<file path="src/rtl/hazard_ctrl_if.sv">
// Pipeline-side bundle of the hazard controller: ID/EX hazard inputs, mul/div
// handshake, and the enables, flushes and status the controller drives back.
interface hazard_ctrl_if #(
    parameter int CNT_W = 16
);
    logic [4:0]       id_rs;
    logic [4:0]       id_rt;
    logic             id_uses_rt;
    logic             ex_mem_read;
    logic [4:0]       ex_rt;
    logic [1:0]       ex_jump;
    logic             ex_branch_taken;
    logic             md_start;
    logic             md_done;

    logic             pc_write;
    logic             if_id_write;
    logic             id_ex_write;
    logic             ex_stall;
    logic             if_id_flush;
    logic             id_ex_flush;
    logic             ex_mem_flush;
    logic             md_timeout;
    logic [CNT_W-1:0] stall_count;

    modport master (
        output id_rs, id_rt, id_uses_rt, ex_mem_read, ex_rt, ex_jump,
               ex_branch_taken, md_start, md_done,
        input  pc_write, if_id_write, id_ex_write, ex_stall, if_id_flush,
               id_ex_flush, ex_mem_flush, md_timeout, stall_count
    );

    modport slave (
        input  id_rs, id_rt, id_uses_rt, ex_mem_read, ex_rt, ex_jump,
               ex_branch_taken, md_start, md_done,
        output pc_write, if_id_write, id_ex_write, ex_stall, if_id_flush,
               id_ex_flush, ex_mem_flush, md_timeout, stall_count
    );
endinterface

</file>
<file path="src/rtl/hazard_ctrl.sv">
// MIPS32 five-stage hazard/stall controller: load-use bubbles, control-transfer
// flushes, mul/div freeze with sticky timeout, and a saturating stall counter.
module hazard_ctrl #(
    parameter int MD_TIMEOUT = 64,
    parameter int CNT_W      = 16
) (
    input  logic          clk,
    input  logic          rst,
    hazard_ctrl_if.slave  bus
);
    typedef enum logic {
        RUN     = 1'b0,
        MD_WAIT = 1'b1
    } state_e;

    localparam logic [CNT_W-1:0] MD_LAST = CNT_W'(MD_TIMEOUT - 1);
    localparam logic [CNT_W-1:0] CNT_MAX = '1;

    state_e           state_q, state_d;
    logic [CNT_W-1:0] md_cnt_q, md_cnt_d;
    logic [CNT_W-1:0] stall_cnt_q, stall_cnt_d;
    logic             timeout_q, timeout_d;

    logic load_use;
    logic ctrl_xfer;
    logic pc_write, if_id_write, id_ex_write, ex_stall;
    logic if_id_flush, id_ex_flush, ex_mem_flush;

    // A load into $zero produces no real dependency.
    assign load_use  = bus.ex_mem_read && (bus.ex_rt != 5'd0) &&
                       ((bus.ex_rt == bus.id_rs) ||
                        (bus.id_uses_rt && (bus.ex_rt == bus.id_rt)));
    assign ctrl_xfer = (bus.ex_jump != 2'b00) || bus.ex_branch_taken;

    always_comb begin
        // NOTE: every signal written here gets a default first, so no path
        // leaves one unassigned and no latch is inferred.
        state_d      = state_q;
        md_cnt_d     = md_cnt_q;
        timeout_d    = timeout_q;
        pc_write     = 1'b1;
        if_id_write  = 1'b1;
        id_ex_write  = 1'b1;
        ex_stall     = 1'b0;
        if_id_flush  = 1'b0;
        id_ex_flush  = 1'b0;
        ex_mem_flush = 1'b0;

        // While rst is low the outputs keep their defaults whatever the inputs.
        if (rst) begin
            case (state_q)
                RUN: begin
                    if (bus.md_start && !bus.md_done) begin
                        pc_write     = 1'b0;
                        if_id_write  = 1'b0;
                        id_ex_write  = 1'b0;
                        ex_mem_flush = 1'b1;
                        md_cnt_d     = '0;
                        state_d      = MD_WAIT;
                    end else if (ctrl_xfer) begin
                        if_id_flush = 1'b1;
                        id_ex_flush = 1'b1;
                    end else if (load_use) begin
                        pc_write    = 1'b0;
                        if_id_write = 1'b0;
                        ex_stall    = 1'b1;
                    end
                end
                MD_WAIT: begin
                    if (!bus.md_done) begin
                        pc_write     = 1'b0;
                        if_id_write  = 1'b0;
                        id_ex_write  = 1'b0;
                        ex_mem_flush = 1'b1;
                        md_cnt_d     = md_cnt_q + 1'b1;
                        // md_cnt_q holds the number of MD_WAIT cycles already
                        // spent, so this is the MD_TIMEOUT-th one: abort.
                        if (md_cnt_q == MD_LAST) begin
                            timeout_d = 1'b1;
                            state_d   = RUN;
                        end
                    end else begin
                        state_d = RUN;
                    end
                end
                default: state_d = RUN;
            endcase
        end

        stall_cnt_d = stall_cnt_q;
        if (!pc_write && (stall_cnt_q != CNT_MAX)) begin
            stall_cnt_d = stall_cnt_q + 1'b1;
        end
    end

    always_ff @(posedge clk or negedge rst) begin
        if (!rst) begin
            state_q     <= RUN;
            md_cnt_q    <= '0;
            stall_cnt_q <= '0;
            timeout_q   <= 1'b0;
        end else begin
            // NOTE: non-blocking assignments so every register samples the
            // values from before this edge, independent of statement order.
            state_q     <= state_d;
            md_cnt_q    <= md_cnt_d;
            stall_cnt_q <= stall_cnt_d;
            timeout_q   <= timeout_d;
        end
    end

    assign bus.pc_write     = pc_write;
    assign bus.if_id_write  = if_id_write;
    assign bus.id_ex_write  = id_ex_write;
    assign bus.ex_stall     = ex_stall;
    assign bus.if_id_flush  = if_id_flush;
    assign bus.id_ex_flush  = id_ex_flush;
    assign bus.ex_mem_flush = ex_mem_flush;
    assign bus.md_timeout   = timeout_q;
    assign bus.stall_count  = stall_cnt_q;
endmodule

</file>
<file path="src/flat_wrapper.sv">
// flat-port wrapper written by rule: the top's interface ports become plain ports
module hazard_ctrl_flat 
#(
    parameter int MD_TIMEOUT = 64,
    parameter int CNT_W      = 16
)
  (clk, rst, bus_id_rs, bus_id_rt, bus_id_uses_rt, bus_ex_mem_read, bus_ex_rt, bus_ex_jump, bus_ex_branch_taken, bus_md_start, bus_md_done, bus_pc_write, bus_if_id_write, bus_id_ex_write, bus_ex_stall, bus_if_id_flush, bus_id_ex_flush, bus_ex_mem_flush, bus_md_timeout, bus_stall_count);
  hazard_ctrl_if #(.CNT_W(CNT_W)) bus_i ();
  input  logic clk;
  input  logic rst;
  input wire logic [$bits(bus_i.id_rs)-1:0] bus_id_rs;
  input wire logic [$bits(bus_i.id_rt)-1:0] bus_id_rt;
  input wire logic [$bits(bus_i.id_uses_rt)-1:0] bus_id_uses_rt;
  input wire logic [$bits(bus_i.ex_mem_read)-1:0] bus_ex_mem_read;
  input wire logic [$bits(bus_i.ex_rt)-1:0] bus_ex_rt;
  input wire logic [$bits(bus_i.ex_jump)-1:0] bus_ex_jump;
  input wire logic [$bits(bus_i.ex_branch_taken)-1:0] bus_ex_branch_taken;
  input wire logic [$bits(bus_i.md_start)-1:0] bus_md_start;
  input wire logic [$bits(bus_i.md_done)-1:0] bus_md_done;
  output wire logic [$bits(bus_i.pc_write)-1:0] bus_pc_write;
  output wire logic [$bits(bus_i.if_id_write)-1:0] bus_if_id_write;
  output wire logic [$bits(bus_i.id_ex_write)-1:0] bus_id_ex_write;
  output wire logic [$bits(bus_i.ex_stall)-1:0] bus_ex_stall;
  output wire logic [$bits(bus_i.if_id_flush)-1:0] bus_if_id_flush;
  output wire logic [$bits(bus_i.id_ex_flush)-1:0] bus_id_ex_flush;
  output wire logic [$bits(bus_i.ex_mem_flush)-1:0] bus_ex_mem_flush;
  output wire logic [$bits(bus_i.md_timeout)-1:0] bus_md_timeout;
  output wire logic [$bits(bus_i.stall_count)-1:0] bus_stall_count;
  assign bus_i.id_rs = bus_id_rs;
  assign bus_i.id_rt = bus_id_rt;
  assign bus_i.id_uses_rt = bus_id_uses_rt;
  assign bus_i.ex_mem_read = bus_ex_mem_read;
  assign bus_i.ex_rt = bus_ex_rt;
  assign bus_i.ex_jump = bus_ex_jump;
  assign bus_i.ex_branch_taken = bus_ex_branch_taken;
  assign bus_i.md_start = bus_md_start;
  assign bus_i.md_done = bus_md_done;
  assign bus_pc_write = bus_i.pc_write;
  assign bus_if_id_write = bus_i.if_id_write;
  assign bus_id_ex_write = bus_i.id_ex_write;
  assign bus_ex_stall = bus_i.ex_stall;
  assign bus_if_id_flush = bus_i.if_id_flush;
  assign bus_id_ex_flush = bus_i.id_ex_flush;
  assign bus_ex_mem_flush = bus_i.ex_mem_flush;
  assign bus_md_timeout = bus_i.md_timeout;
  assign bus_stall_count = bus_i.stall_count;
  hazard_ctrl #(.MD_TIMEOUT(MD_TIMEOUT), .CNT_W(CNT_W)) u_core (.clk(clk), .rst(rst), .bus(bus_i));
endmodule
</file>
<file path="config.mk">
export PLATFORM = sky130hd
export DESIGN_NAME = hazard_ctrl_flat
export DESIGN_NICKNAME = d
export VERILOG_FILES = /design/src/rtl/hazard_ctrl_if.sv /design/src/rtl/hazard_ctrl.sv /design/src/flat_wrapper.sv
export SDC_FILE = /design/constraint.sdc
export NUM_CORES = 1
export LEC_CHECK = 0
export ABC_AREA = 1
export CELL_PAD_IN_SITES_DETAIL_PLACEMENT = 0
export CELL_PAD_IN_SITES_GLOBAL_PLACEMENT = 1
export CORE_MARGIN = 2
export CORE_UTILIZATION = 32
export DETAILED_ROUTE_END_ITERATION = 16
export HOLD_SLACK_MARGIN = 0.02
export PLACE_DENSITY = 0.76
export SYNTH_ARGS = -nofsm -noshare
export SYNTH_HDL_FRONTEND = slang
export SYNTH_SLANG_ARGS = --single-unit
</file>
<file path="constraint.sdc">
create_clock -name clk -period 1.7 [get_ports clk]
set_clock_uncertainty 0.2 [all_clocks]
set_input_delay 0.34 -clock clk [delete_from_list [all_inputs] [get_ports clk]]
set_output_delay 0.34 -clock clk [all_outputs]
set_load 0.02 [all_outputs]
</file>
## Yosys cells after proc, flatten, opt, wreduce, memory -nomap -nowiden

Index checks and enable logic that the tools add are counted.

- Register bits: 34
- Input bits: 24
- Logic and storage cells: 55
- Output and inout port bits: 24

- Bitwise logic cells: 2
- Reduce and logical (&&, ||, !) cells: 13
- Equality and inequality tests: 6
- Add/sub/neg operators: 2
- Mux-type cells: 28

Operators with widths:

| kind | number |
|---|---|
| $add A16 B1 Y16 const B | 2 |
| $mux W16 | 2 |
| $pmux W16 S2 | 1 |
| $mux W1 | 21 |
| $eq A16 B6 Y1 const B | 1 |
| $ne A16 B16 Y1 const B | 1 |
| $eq A5 B5 Y1 | 2 |
| $pmux W1 S2 | 4 |
| $logic_and A1 B1 Y1 | 5 |
| $reduce_bool A5 Y1 | 1 |
| $reduce_and A4 Y1 | 1 |
| $reduce_and A3 Y1 | 1 |
| $logic_not A1 Y1 | 2 |
| $logic_or A1 B1 Y1 | 2 |
| $ne A2 B1 Y1 const B | 1 |
| $ne A2 B2 Y1 const B | 1 |
| $not A1 Y1 | 2 |
| $reduce_bool A2 Y1 | 1 |

## Depth between registers and ports, before layout

- Depth in word-level cells: 11
- Depth in mapped cells: 12
- Gate-level depth less buffers: 11

## Worst setup path before layout

No wires, ideal clock.

- Kind: register -> output
- From: register u_core.state_q
- To: output bus_pc_write
- Data required time: 1.160 ns
- Data arrival time: 1.597 ns
- Path buffers: 3
- Stages on the path, launching flop included: 7
- Path slack: -0.437 ns
- Cells stage by stage: dfrtp_1 -> buf_2 -> o21ai_2 -> nand2_2 -> buf_6 -> inv_1 -> buf_4

- Word-level cells in the longest chain between the ends: 3

Ends and longest elaborated chain:

| what | line | RTL |
|---|---|---|
| start, declared | hazard_ctrl.sv:19 | `state_e state_q, state_d;` |
| start signal, assigned | hazard_ctrl.sv:105 | `state_q <= state_d;` |
| $not A1 Y1 | -- |  |
| $pmux W1 S2 (*) | -- |  |
| $mux W1 (*) | -- |  |
| end, declared | flat_wrapper.sv:20 | `output wire logic [$bits(bus_i.pc_write)-1:0] bus_pc_write;` |

Mark *: on every way between the ends. The rest lies on a longest branch, timed or not.

## Worst setup path in the final report

- From: register u_core.state_q
- To: output bus_pc_write

- Word-level cells in the longest chain between the ends: 3

Ends and longest elaborated chain:

| what | line | RTL |
|---|---|---|
| $not A1 Y1 | hazard_ctrl.sv:51 | `case (state_q)` |
| $pmux W1 S2 (*) | hazard_ctrl.sv:51 |  |
| $mux W1 (*) | hazard_ctrl.sv:50 | `if (rst) begin` |

Marks and branches as above.

==> flow_summary.toml <==
[drt]
dr.pass1.iters = 4
ant_nets = 0
vias = 2421
wl_mm = 6.24
drc = 0
viasPerCell = 4.57
first_iter_violations = 104
wl_per_cell_um = 11.8

[hold_path]
hp-start = "u_core.bus.md_timeout"
hold_path_class = "reg2reg"

[synth]
ys_ff_latch = 34
synth_xor_area_share_pct = 5.02
synth-simple-area-share_pct = 40.4
synth_top_family_by_area = "simple AND/OR/NAND/NOR gates"
muxShareOfSynthArea_pct = 0
syn_area_um2 = 2270
synth_top_area_share_pct = 37.5
syn-num-nets = 358
synth_cell_types = 27
seq_area_frac_synth_pct = 37.5
yosysTopAreaCell = "dfrtp_1"
synthAdderAreaFrac_pct = 1.10
syn_area_per_cell_um2 = 6.84
synthTopCellsByArea = "dfrtp_1 37%, nand2_1 17%, nand3_1 7.5%"
netlist_instances = 332
synth_compound_area_share_pct = 5.29
yosys_warnings = 0

[clock_tree]
cts.clk_slew.worst_paths_ps = 70
clock-sinks = 34
cts_buffers = 5
clockRootBuffer = "clkbuf_8"
clk_latency_ps = 290
clk_path_buf_depth = 2
cts_max_level = 2
cts_tree = "done"

[timing]
drv_slew = 0
finalCriticalPeriod_ps = 1980
relSlewSlack_pct = 76.9
setup_violations = 24
tightest_slew_ps = 343
post-route-worst-setup-slack_ps = -282
clock.fmax_ghz = 0.505
hold_viol_final = 0
rsz0062_at_grt = "yes"
min_period_over_period_pct = 117

[cells_and_area]
fillers = 712
final_util_pct = 50.1
mostFrequentLayoutCell = "nand2_1"
antenna_cells = 0
nets = 459
drive_above_1_share_pct = 27.0
syn_to_final_growth_pct = 50.9
most-common-layout-cells = "102 x nand2_1, 51 x buf_4, 40 x inv_1"

[floorplanning]
start_util_pct = 33.2
io-pin-count = 48
die_h_um = 88.2
die_w_um = 88.2
core_area_um2 = 6830
rows = 30
dieArea_um2 = 7780

[critical_path]
r2r-start = "u_core.state_q"
start_kind = "flip-flop"
cp.arrival_ps = 1440
crit_type = "reg2out"
setup.worst_path.start = "u_core.state_q"
setup.worst_path.end_class = "primary output"
worstPathRequired_ps = 1160
crit_fanout = 4

[power]
p_total_mw = 2.25
leakage_nw = 1.75
ir_worst_vdd_v = 0.000473
power_density_nw_per_um2 = 658

[flow_run]
drv_cap = 0

[placement]
gp_congestion = 0.790
numPortBuffers = 47
place_hpwl_mm = 4.70
pre_cts_ws_ps = -983

[grt]
grt_overflow = 0
grt_pass1_wl_mm = 10.7
grt_start_max_net_pins = 36
antenna_found_initial = 0
grt_pass1_vias = 2378
grtUsageTotal_pct = 17.3

[status]
violations = "negative setup slack"
status = "finished with violations"
[path summary, 6_finish.rpt]
kind	endpoint	slack [ps]	depth (start not counted)
worst min register to register	u_core.bus.md_timeout	270	1
worst max-delay path	bus_pc_write	-280	7
min in group asynchronous	u_core.bus.md_timeout	490	4
worst min-delay path	u_core.bus.md_timeout	270	1
worst max register to register	u_core.bus.stall_count[15]	-110	9
max in group asynchronous	u_core.bus.stall_count[1]	510	4
[cell usage after synthesis]
cell type and number:
o21ai_0 9, inv_1 44, nor4_1 4, ha_1 2, or2_0 1, xnor2_1 4, buf_12 1, a31oi_1 1
nor2_2 2, nand2_1 105, nand3_2 2, clkbuf_1 1, buf_4 2, o21ai_2 1, xor2_1 9, nand3_1 34
nor2_1 30, nor3_1 18, a21oi_1 9, buf_2 1, nand4_1 11, o21a_1 1, nand2_2 1, buf_6 3
dfrtp_1 34, nand2_4 1, o21bai_1 1
[power by group]
part	internal [mW]	leakage [nW]	switching (mW)	total [mW]
registers	0.878	0.462	0.0675	0.946
clock network	0.327	0.0482	0.305	0.632
logic	0.332	1.24	0.345	0.677
total	1.54	1.75	0.717	2.25
[routing by layer]
layer / track usage, % / vias up / routed length, um
met5: 0 / - / 0
met4: 3.03 / 0 / 60
met2: 30.0 / 38 / 3120
met1: 22.3 / 1105 / 2870
li1: - / 1269 / -
met3: 4.01 / 9 / 193
[sequential cells by signal, summed over array words and instances, names as in the netlist]
name                    cells
u_core.bus.md_timeout       1
u_core.state_q              1
u_core.bus.stall_count     16
u_core.md_cnt_q            16
[repair_timing]
item	CTS	global route
hold buffers	1	0
endpoints found under the setup margin	47	37
buffers inserted	2	6
cloned	0	0
pin swaps	16	7
gates resized for setup	105	42
endpoints found under the hold margin	27	0
[stage by stage]
step                      instance area (um^2)  std cells  setup TNS (ps)  hold slack (ps)
final                                     3420        530           -3080              271
after floorplan                           2340        332           -2100             -156
after CTS                                 3320        524           -3680              276
after global placement                    3190        513          -21300              261
after detailed placement                  3190        513          -21630              261
after global routing                      3420        530           -5930              298
[cell families after synthesis]
group	after synthesis
compound gates	22
xor+xnor	13
fa+ha+maj	2
buf+inv	52
flops	34
simple gates	209
[area by class of cell]
class | instances | area [um^2] | area share [%]
repair buffers | 102 | 833 | 24.3
flip-flops and latches | 34 | 855 | 25.0
clock inverters | 1 | 5.00 | 0.146
inverters | 44 | 169 | 4.93
multi-input cells | 246 | 1360 | 39.6
clock buffers | 7 | 86.3 | 2.52
well taps | 96 | 120 | 3.51
[critical path: stages, from the launching register on]
cell and delay (ps):
dfrtp_2 460, nor2_4 110, nand3_2 80, nor2_2 100, nand2_2 80, nand2_4 90, clkinvlp_4 90, buf_6 130
Power figures use the tool's default switching activity.
